File: src/rtl/tt_sweep_pkg.sv
// Shared types and constants for the truth-table sweep controller.
// Holds the FSM state encoding, row count and default expected table.
package tt_sweep_pkg;

  typedef enum logic [2:0] {
    IDLE,
    APPLY,
    SETTLE,
    SAMPLE,
    DONE
  } state_t;

  localparam int ROWS = 8;
  localparam logic [7:0] DEFAULT_EXPECTED = 8'h5E;

  // Index of the lowest set bit; 0 when no bit is set.
  function automatic logic [2:0] lowest_set(input logic [7:0] v);
    logic [2:0] idx;
    idx = 3'd0;
    for (int i = ROWS - 1; i >= 0; i--) begin
      if (v[i]) idx = 3'(i);
    end
    return idx;
  endfunction

endpackage

File: src/rtl/tt_sweep_if.sv
// Bundle between the test host / gate-under-test side and the sweep controller.
// Handshake: start is a 1-cycle pulse honoured only when the controller is idle and not
// pulsing done; results are valid on the done pulse and held until the next sweep finishes.
interface tt_sweep_if #(
  parameter int SETTLE_W = 8
);
  logic                start;
  logic [SETTLE_W-1:0] settle_cycles;
  logic                in1;
  logic                in2;
  logic                in3;
  logic                gate_out;
  logic                busy;
  logic                done;
  logic [7:0]          observed;
  logic [7:0]          mismatch;
  logic                pass;
  logic [2:0]          first_fail;

  modport master (
    output start, settle_cycles, gate_out,
    input  in1, in2, in3, busy, done, observed, mismatch, pass, first_fail
  );

  modport slave (
    input  start, settle_cycles, gate_out,
    output in1, in2, in3, busy, done, observed, mismatch, pass, first_fail
  );
endinterface

File: src/rtl/tt_sweep_ctrl_timer.sv
// Per-row settle counter: load (zero clamped to one), count down, flag the last cycle.
module tt_settle_timer #(
  parameter int SETTLE_W = 8
) (
  input  logic                clk,
  input  logic                rst,
  input  logic                i_load,
  input  logic [SETTLE_W-1:0] i_load_val,
  input  logic                i_dec,
  output logic                o_expire
);

  localparam logic [SETTLE_W-1:0] ONE = SETTLE_W'(1);

  logic [SETTLE_W-1:0] r_count;

  always_ff @(posedge clk or posedge rst) begin
    if (rst) begin
      r_count <= '0;
    end else if (i_load) begin
      r_count <= (i_load_val == '0) ? ONE : i_load_val;
    end else if (i_dec && (r_count > ONE)) begin
      r_count <= r_count - ONE;
    end
  end

  assign o_expire = (r_count <= ONE);

endmodule

File: src/rtl/tt_sweep_ctrl.sv
// Sweeps rows 0..7 into an external 3-input gate, waits a settle time per row, captures
// the output and compares the assembled truth table against EXPECTED.
module tt_sweep_ctrl
  import tt_sweep_pkg::*;
#(
  parameter logic [7:0] EXPECTED = DEFAULT_EXPECTED,
  parameter int         SETTLE_W = 8
) (
  input  logic        clk,
  input  logic        rst,
  tt_sweep_if.slave   sif,
  output state_t      o_dbg_state
);

  state_t              r_state;
  logic [2:0]          r_row;
  logic [SETTLE_W-1:0] r_settle;
  logic [7:0]          r_capture;
  logic [2:0]          r_in;
  logic                r_busy;
  logic                r_done;
  logic [7:0]          r_observed;
  logic [7:0]          r_mismatch;
  logic                r_pass;
  logic [2:0]          r_first_fail;

  logic w_timer_load;
  logic w_timer_dec;
  logic w_expire;
  logic [7:0] w_diff;

  assign w_timer_load = (r_state == APPLY);
  assign w_timer_dec  = (r_state == SETTLE);
  assign w_diff       = r_capture ^ EXPECTED;

  tt_settle_timer #(.SETTLE_W(SETTLE_W)) u_timer (
    .clk        (clk),
    .rst        (rst),
    .i_load     (w_timer_load),
    .i_load_val (r_settle),
    .i_dec      (w_timer_dec),
    .o_expire   (w_expire)
  );

  // Capture lives in r_capture during the sweep so the published results only move in DONE.
  always_ff @(posedge clk or posedge rst) begin
    if (rst) begin
      r_state      <= IDLE;
      r_row        <= 3'd0;
      r_settle     <= '0;
      r_capture    <= 8'd0;
      r_in         <= 3'd0;
      r_busy       <= 1'b0;
      r_done       <= 1'b0;
      r_observed   <= 8'd0;
      r_mismatch   <= 8'd0;
      r_pass       <= 1'b0;
      r_first_fail <= 3'd0;
    end else begin
      r_done <= 1'b0;
      case (r_state)
        IDLE: begin
          // A start landing on the done-pulse cycle is dropped.
          if (sif.start && !r_done) begin
            r_settle  <= sif.settle_cycles;
            r_row     <= 3'd0;
            r_capture <= 8'd0;
            r_busy    <= 1'b1;
            r_state   <= APPLY;
          end
        end
        APPLY: begin
          r_in    <= r_row;
          r_state <= SETTLE;
        end
        SETTLE: begin
          if (w_expire) r_state <= SAMPLE;
        end
        SAMPLE: begin
          r_capture[r_row] <= sif.gate_out;
          if (r_row == 3'd7) begin
            r_state <= DONE;
          end else begin
            r_row   <= r_row + 3'd1;
            r_state <= APPLY;
          end
        end
        DONE: begin
          r_observed   <= r_capture;
          r_mismatch   <= w_diff;
          r_pass       <= (w_diff == 8'd0);
          r_first_fail <= lowest_set(w_diff);
          r_done       <= 1'b1;
          r_busy       <= 1'b0;
          r_state      <= IDLE;
        end
        default: r_state <= IDLE;
      endcase
    end
  end

  assign sif.in1        = r_in[2];
  assign sif.in2        = r_in[1];
  assign sif.in3        = r_in[0];
  assign sif.busy       = r_busy;
  assign sif.done       = r_done;
  assign sif.observed   = r_observed;
  assign sif.mismatch   = r_mismatch;
  assign sif.pass       = r_pass;
  assign sif.first_fail = r_first_fail;
  assign o_dbg_state    = r_state;

endmodule

File: src/flat_wrapper.sv
// flat-port wrapper written by rule: the top's interface ports become plain ports
module tt_sweep_ctrl_flat import tt_sweep_pkg::*;
#(
  parameter logic [7:0] EXPECTED = DEFAULT_EXPECTED,
  parameter int         SETTLE_W = 8
)
  (clk, rst, o_dbg_state, sif_start, sif_settle_cycles, sif_gate_out, sif_in1, sif_in2, sif_in3, sif_busy, sif_done, sif_observed, sif_mismatch, sif_pass, sif_first_fail);
  tt_sweep_if #(.SETTLE_W(SETTLE_W)) sif_i ();
  input  logic clk;
  input  logic rst;
  output state_t o_dbg_state;
  input wire logic [$bits(sif_i.start)-1:0] sif_start;
  input wire logic [$bits(sif_i.settle_cycles)-1:0] sif_settle_cycles;
  input wire logic [$bits(sif_i.gate_out)-1:0] sif_gate_out;
  output wire logic [$bits(sif_i.in1)-1:0] sif_in1;
  output wire logic [$bits(sif_i.in2)-1:0] sif_in2;
  output wire logic [$bits(sif_i.in3)-1:0] sif_in3;
  output wire logic [$bits(sif_i.busy)-1:0] sif_busy;
  output wire logic [$bits(sif_i.done)-1:0] sif_done;
  output wire logic [$bits(sif_i.observed)-1:0] sif_observed;
  output wire logic [$bits(sif_i.mismatch)-1:0] sif_mismatch;
  output wire logic [$bits(sif_i.pass)-1:0] sif_pass;
  output wire logic [$bits(sif_i.first_fail)-1:0] sif_first_fail;
  assign sif_i.start = sif_start;
  assign sif_i.settle_cycles = sif_settle_cycles;
  assign sif_i.gate_out = sif_gate_out;
  assign sif_in1 = sif_i.in1;
  assign sif_in2 = sif_i.in2;
  assign sif_in3 = sif_i.in3;
  assign sif_busy = sif_i.busy;
  assign sif_done = sif_i.done;
  assign sif_observed = sif_i.observed;
  assign sif_mismatch = sif_i.mismatch;
  assign sif_pass = sif_i.pass;
  assign sif_first_fail = sif_i.first_fail;
  tt_sweep_ctrl #(.EXPECTED(EXPECTED), .SETTLE_W(SETTLE_W)) u_core (.clk(clk), .rst(rst), .sif(sif_i), .o_dbg_state(o_dbg_state));
endmodule
File: config.mk
export PLATFORM = sky130hd
export DESIGN_NAME = tt_sweep_ctrl_flat
export DESIGN_NICKNAME = d
export VERILOG_FILES = /design/src/rtl/tt_sweep_pkg.sv /design/src/rtl/tt_sweep_if.sv /design/src/rtl/tt_sweep_ctrl_timer.sv /design/src/rtl/tt_sweep_ctrl.sv /design/src/flat_wrapper.sv
export SDC_FILE = /design/constraint.sdc
export NUM_CORES = 1
export LEC_CHECK = 0
export BUFFER_PORTS_ARGS = -buffer_cell sky130_fd_sc_hd__clkbuf_2
export CORE_ASPECT_RATIO = 1.75
export CORE_MARGIN = 3
export CORE_UTILIZATION = 50
export DETAILED_ROUTE_END_ITERATION = 16
export HOLD_SLACK_MARGIN = 0.03
export PLACE_DENSITY = 0.81
export SETUP_SLACK_MARGIN = 0.02
export SLEW_MARGIN = 30
export SYNTH_ARGS = -nofsm -noshare
export SYNTH_HDL_FRONTEND = slang
export SYNTH_HIERARCHICAL = 1
export SYNTH_SLANG_ARGS = --single-unit
File: constraint.sdc
create_clock -name clk -period 6.35 [get_ports clk]
set_clock_uncertainty 0.05 [all_clocks]
set_input_delay 0.635 -clock clk [delete_from_list [all_inputs] [get_ports clk]]
set_output_delay 0.635 -clock clk [all_outputs]
set_load 0.005 [all_outputs]
**Yosys cells after proc, flatten, opt, wreduce, memory -nomap -nowiden**

Cells that the tools add are included.

- $add $sub $neg: 2
- $mul: 0
- Divide/modulo/power cells: 0
- Order comparisons: 4
- Equality and inequality tests: 8
- Shift operators: 0
- Multiplexer cells: 26
- Bitwise gates (word level): 1
- Reductions and logical operators: 15

Operators by type and width:

| cell | number |
|---|---|
| $mux W3 | 13 |
| $mux W8 | 4 |
| $logic_not A8 Y1 | 2 |
| $pmux W8 S2 | 1 |
| $pmux W3 S4 | 1 |
| $bwmux W8 | 1 |
| $gt A8 B1 Y1 const B | 1 |
| $le A8 B1 Y1 const B | 1 |
| $reduce_and A2 Y1 | 4 |
| $sub A8 B1 Y8 const B | 1 |
| $eq A3 B2 Y1 const B | 2 |
| $eq A3 B3 Y1 const B | 2 |
| $pmux W3 S2 | 1 |
| $reduce_bool A2 Y1 | 3 |
| $not A5 Y5 | 1 |
| $lt A3 B4 Y1 const B | 1 |
| $ne A2 B1 Y1 const B | 2 |
| $add A3 B1 Y3 const B | 1 |
| $demux W1 S3 | 1 |
| $eq A3 B1 Y1 const B | 1 |
| $ge A3 B1 Y1 const B | 1 |
| $logic_and A1 B1 Y1 | 3 |
| $logic_not A3 Y1 | 1 |
| $mux W1 | 3 |
| other kinds (4) | 4 |

- Register bits: 55
- Latch bits: 0
- Memory bits (writable): 0
- Bits in read-only memories: 0
- Bits of input ports: 12
- Output and inout port bits: 28
- Word-level logic and storage cells: 68
- Memories: 0

**Depth between registers and ports, before layout**

- Depth in word-level cells: 8
- Mapped depth: 7
- Depth with buffers taken out: 7

**Hierarchy**

Netlist, hierarchy kept.

Modules (own cells, without submodules):

| module | times used | cells each | area an instance (um^2) | seq. area each (um^2) |
|---|---|---|---|---|
| tt_sweep_ctrl | 1 | 168 | 1909.3 | 1101.1 |
| tt_settle_timer | 1 | 61 | 538.0 | 200.2 |

**Worst setup path after synthesis**

No wires, ideal clock.

- Path kind: reg2reg
- Start point: register u_core.r_state[2], in the netlist u_core/o_dbg_state[2]
- End point: register u_core.u_timer.r_count[7]
- Setup time: 83 ps
- Data arrival time: 2079 ps
- Required time: 6217 ps
- Setup slack: 4138 ps
- Cell stages (with the launch flop): 7
- Buffers on the path: 1
- Clock period less this slack: 2212 ps
- Cells stage by stage: dfrtp_1 buf_4 nand2b_1 nor2_1 or4b_2 o41a_1 o21ai_0

- Longest elaborated chain between the ends: 3
- Elaborated cells on any way between the ends: 5
- Those cells by class: eq/ne (2); mux (1); reduce/logical (2)

Ends and longest elaborated chain:

| what | line | source |
|---|---|---|
| start, declared | tt_sweep_ctrl.sv:15 | `state_t r_state;` |
| start signal, assigned | tt_sweep_ctrl.sv:48 | `r_state <= IDLE;` |
| start signal, assigned | tt_sweep_ctrl.sv:69 | `r_state <= APPLY;` |
| start signal, assigned | tt_sweep_ctrl.sv:74 | `r_state <= SETTLE;` |
| $eq A3 B2 Y1 | tt_sweep_ctrl.sv:33 | `assign w_timer_dec = (r_state == SETTLE);` |
| via u_core.w_timer_dec | tt_sweep_ctrl.sv:28 | `logic w_timer_dec;` |
| $logic_and A1 B1 Y1 | tt_sweep_ctrl_timer.sv:22 | `end else if (i_dec && (r_count > ONE)) begin` |
| $reduce_bool A2 Y1 (no source line) | -- |  |
| end signal, assigned | tt_sweep_ctrl_timer.sv:21 | `r_count <= (i_load_val == '0) ? ONE : i_load_val;` |
| end signal, assigned | tt_sweep_ctrl_timer.sv:23 | `r_count <= r_count - ONE;` |
| end, declared | tt_sweep_ctrl_timer.sv:15 | `logic [SETTLE_W-1:0] r_count;` |

The timed path passes the listed nets, and every way through them passes these cells.
A chain may end at the register's enable or synchronous reset.

**Worst setup path in the final report**

Same ends and word-level chain as after synthesis.

==> impl_metrics.env <==
export IMPL_outcome="complete, no violations"
export IMPL_critPathArrivalTime_ps=2700
export IMPL_slowest_stage="or4b_2"
export IMPL_die_w_um=58.9
export IMPL_start_util_pct=52.0
export IMPL_fin_util_pct=58.3
export IMPL_cts_hold_buf=0
export IMPL_p_per_area_nw_per_um2=374
export IMPL_met3_usage_pct=4.06
export IMPL_ys_flop_type="dfrtp_1"
export IMPL_min_period_ps=2570
export IMPL_r2r_end="u_core/u_timer/r_count[7]"
export IMPL_pwr_share_seq_pct=49.4
export IMPL_rr_worst_depth=6
export IMPL_final_nets=279
export IMPL_max_cap_violations=0
export IMPL_area_growth_pct=12.1
export IMPL_place_congestion=0.825
export IMPL_antenna_found_initial=0
export IMPL_peakVddDrop_v=0.000264
export IMPL_core_area_um2=4710
export IMPL_seq_area_um2=1300
export IMPL_postRouteAntennaNets=0
export IMPL_grt_util_met2_pct=32.5
export IMPL_switchingPower_uw=380
export IMPL_cts_setup_buffers=0
export IMPL_n_antenna_cell=0
export IMPL_power_frac_comb_pct=31.3
export IMPL_yosys_warnings=6
export IMPL_worst_pin_slew_ps=743
export IMPL_gr_usage_met1_pct=20.5
export IMPL_drv_slew=0
export IMPL_cts_tree="done"
export IMPL_dp_hpwl_mm=3.66
export IMPL_syn_cell_area_um2=2450
export IMPL_cellLeakagePower_uw=0.00131
export IMPL_grt_pass1_wl_mm=8.36
export IMPL_path_buf_inv=0
export IMPL_worstPathCellList="nand2b_1 > nor2_1 > or4b_2 > o21ai_0 > o41a_1 > o21ai_0"
export IMPL_reg2reg_slack_ps=3780
export IMPL_finalCritPeriodShare_pct=40.5
export IMPL_critPathRequiredTime_ps=6480
export IMPL_setup_violations=0
export IMPL_endpoint="u_core/u_timer/r_count[7]"
export IMPL_synth_top_area_share_pct=53.2
export IMPL_multi_input_area_um2=1030
export IMPL_ios=40
export IMPL_cts_buffers=5
export IMPL_cts_root_buf="clkbuf_8"
export IMPL_setup_tns_ps=0
export IMPL_crit_path_end_kind="flop"
export IMPL_critical_path_class="flop to flop"
export IMPL_grt_busiest_layer="met2"
export IMPL_synthesis_nets=245
export IMPL_clock_fmax_ghz=0.389
export IMPL_drtPass1Iterations=4
export IMPL_worstReg2RegStart="u_core/o_dbg_state[2]"
export IMPL_yosysUniqueCellTypes=46
export IMPL_intPower_uw=647
export IMPL_wl_per_cell_um=16.0
export IMPL_fillCellCount=424
export IMPL_rsz0062_at_grt="no"
export IMPL_relSlewSlack_pct=50.4
export IMPL_grt_overflow_total=0
export IMPL_cp_depth=6
export IMPL_async_flop_share_pct=100
export IMPL_routed_via_density=5.78
export IMPL_slowest_delay_ps=640
export IMPL_numPortBuffers=39
export IMPL_cp_max_fo=18
export IMPL_finalPower_uw=1030
export IMPL_track_usage_pct=18.7
export IMPL_ys_ff_latch=52
export IMPL_path_delay_family="simple AND/OR/NAND/NOR gates"
export IMPL_cts_buffer_depth=2
export IMPL_hold_class="input port to asynchronous set/reset pin"
export IMPL_finalWirelength_mm=5.07
export IMPL_clock_latency_ps=320
export IMPL_netlist_top_cells_area="dfrtp_1, mux2_2, nand2_1"
export IMPL_dieArea_um2=5800
export IMPL_cts_resized=0
export IMPL_layout_common_cells="dfrtp_1, clkbuf_2, nand2_1"
export IMPL_cts_sink_count=52
export IMPL_swShare_pct=37.0
export IMPL_clkTransAtPathRegs_ps=100
export IMPL_drc_errors=0
export IMPL_crit_start="u_core/o_dbg_state[2]"
export IMPL_finalHoldViolCount=0
export IMPL_rows=33
export IMPL_first_global_vias=1869
export IMPL_final_common_cell="dfrtp_1"
export IMPL_seq_area_frac_synth_pct=53.2
export IMPL_crit_top_cell="o21ai_0"
export IMPL_synth_top_area_cell="dfrtp_1"
export IMPL_avgSynthCellArea_um2=10.7
export IMPL_grt_max_degree=45
export IMPL_num_vias=1825
export IMPL_htree_levels=2
export IMPL_start_kind="flop"
export IMPL_layout_drive_gt1_share_pct=26.1
export IMPL_synth_edf_count=0
export IMPL_die_height_um=98.6
export IMPL_pwr_share_clk_pct=19.3
export IMPL_dr_first_iter_drc_count=24
export IMPL_synthCells=229
==> through the flow <==
step	area (um^2)	std cells	hold WS [ps]	worst slack, ps
floorplan	2450	229	401	4140
global placement	2640	308	414	3880
detailed placement	2650	308	421	3800
CTS	2740	316	208	3780
global route	2740	316	235	3480
finish	2740	316	199	3780
==> sequential cells by signal, summed over array words and instances (netlist names), 3 cells and up <==
| name | cells |
|---|---|
| u_core/sif.first_fail | 3 |
| u_core/o_dbg_state | 3 |
| u_core/r_settle | 8 |
| u_core/r_in | 3 |
| u_core/sif.observed | 8 |
| u_core/r_capture | 8 |
| u_core/u_timer/r_count | 8 |
| u_core/sif.mismatch | 5 |
| u_core/r_row | 3 |
==> per-layer routing <==
layer,part of all wire [%],vias up
met5,0,-
met1,39,883
met4,3.6,0
li1,-,872
met2,54,50
met3,4.0,20
==> power groups by stage <==
| stage | logic (uW) | clock network, uW | registers (uW) |
|---|---|---|---|
| 3_5_place_dp | 321 | 0 | 510 |
| 3_3_place_gp | 308 | 0 | 509 |
| 5_1_grt | 361 | 212 | 521 |
| 6_report | 322 | 198 | 507 |
| 2_1_floorplan | 258 | 0 | 481 |
| 4_1_cts | 323 | 202 | 506 |
==> synth_stat cells, types with 2 or more instances <==
cell type / number
a21o_1: 2
a21oi_1: 5
a22o_1: 2
buf_2: 2
buf_4: 5
clkbuf_1: 5
dfrtp_1: 52
ha_1: 4
inv_1: 12
mux2_2: 13
mux2i_1: 8
nand2_1: 34
nand4_1: 5
nor2_1: 8
nor2b_1: 4
nor3_1: 2
nor3b_1: 2
nor4_1: 5
nor4b_1: 2
o21a_1: 3
o21ai_0: 22
o2bb2ai_1: 2
o31ai_1: 2
or2_2: 2
or4_1: 3
xnor2_1: 2
xor2_1: 2
==> final cells by class <==
cell class,instances,area share [%]
inverter,12,1.64
sequential,52,47.4
timing repair buffer,40,7.39
clock buffer,5,2.51
clock inverter,3,0.958
tap,52,2.37
multi-input combinational,152,37.7
==> worst min path at each step <==
| stage | slack (ps) | cells after the start | to | from |
|---|---|---|---|---|
| detailed placement | 420 | 2 | u_core/sif.observed[1] | u_core/sif.observed[1] |
| floorplan | 400 | 1 | u_core/u_timer/r_count[0] | rst |
| CTS | 210 | 2 | u_core/u_timer/r_count[2] | rst |
| global placement | 410 | 1 | u_core/sif.busy | u_core/sif.busy |
| global route | 240 | 2 | u_core/u_timer/r_count[2] | rst |
| finish | 200 | 2 | u_core/u_timer/r_count[2] | rst |
==> logic make-up after synthesis <==
| family | synth area share [%] |
|---|---|
| muxes | 9.25 |
| DFF | 53.2 |
| AOI/OAI and AO/OA | 11.5 |
| xor gates and xnor gates | 1.43 |
| adders and majority gates | 2.05 |
| buffers and inverters | 5.01 |
| and+or+nand+nor | 17.6 |
No activity file was read; power rests on OpenSTA's default activity.
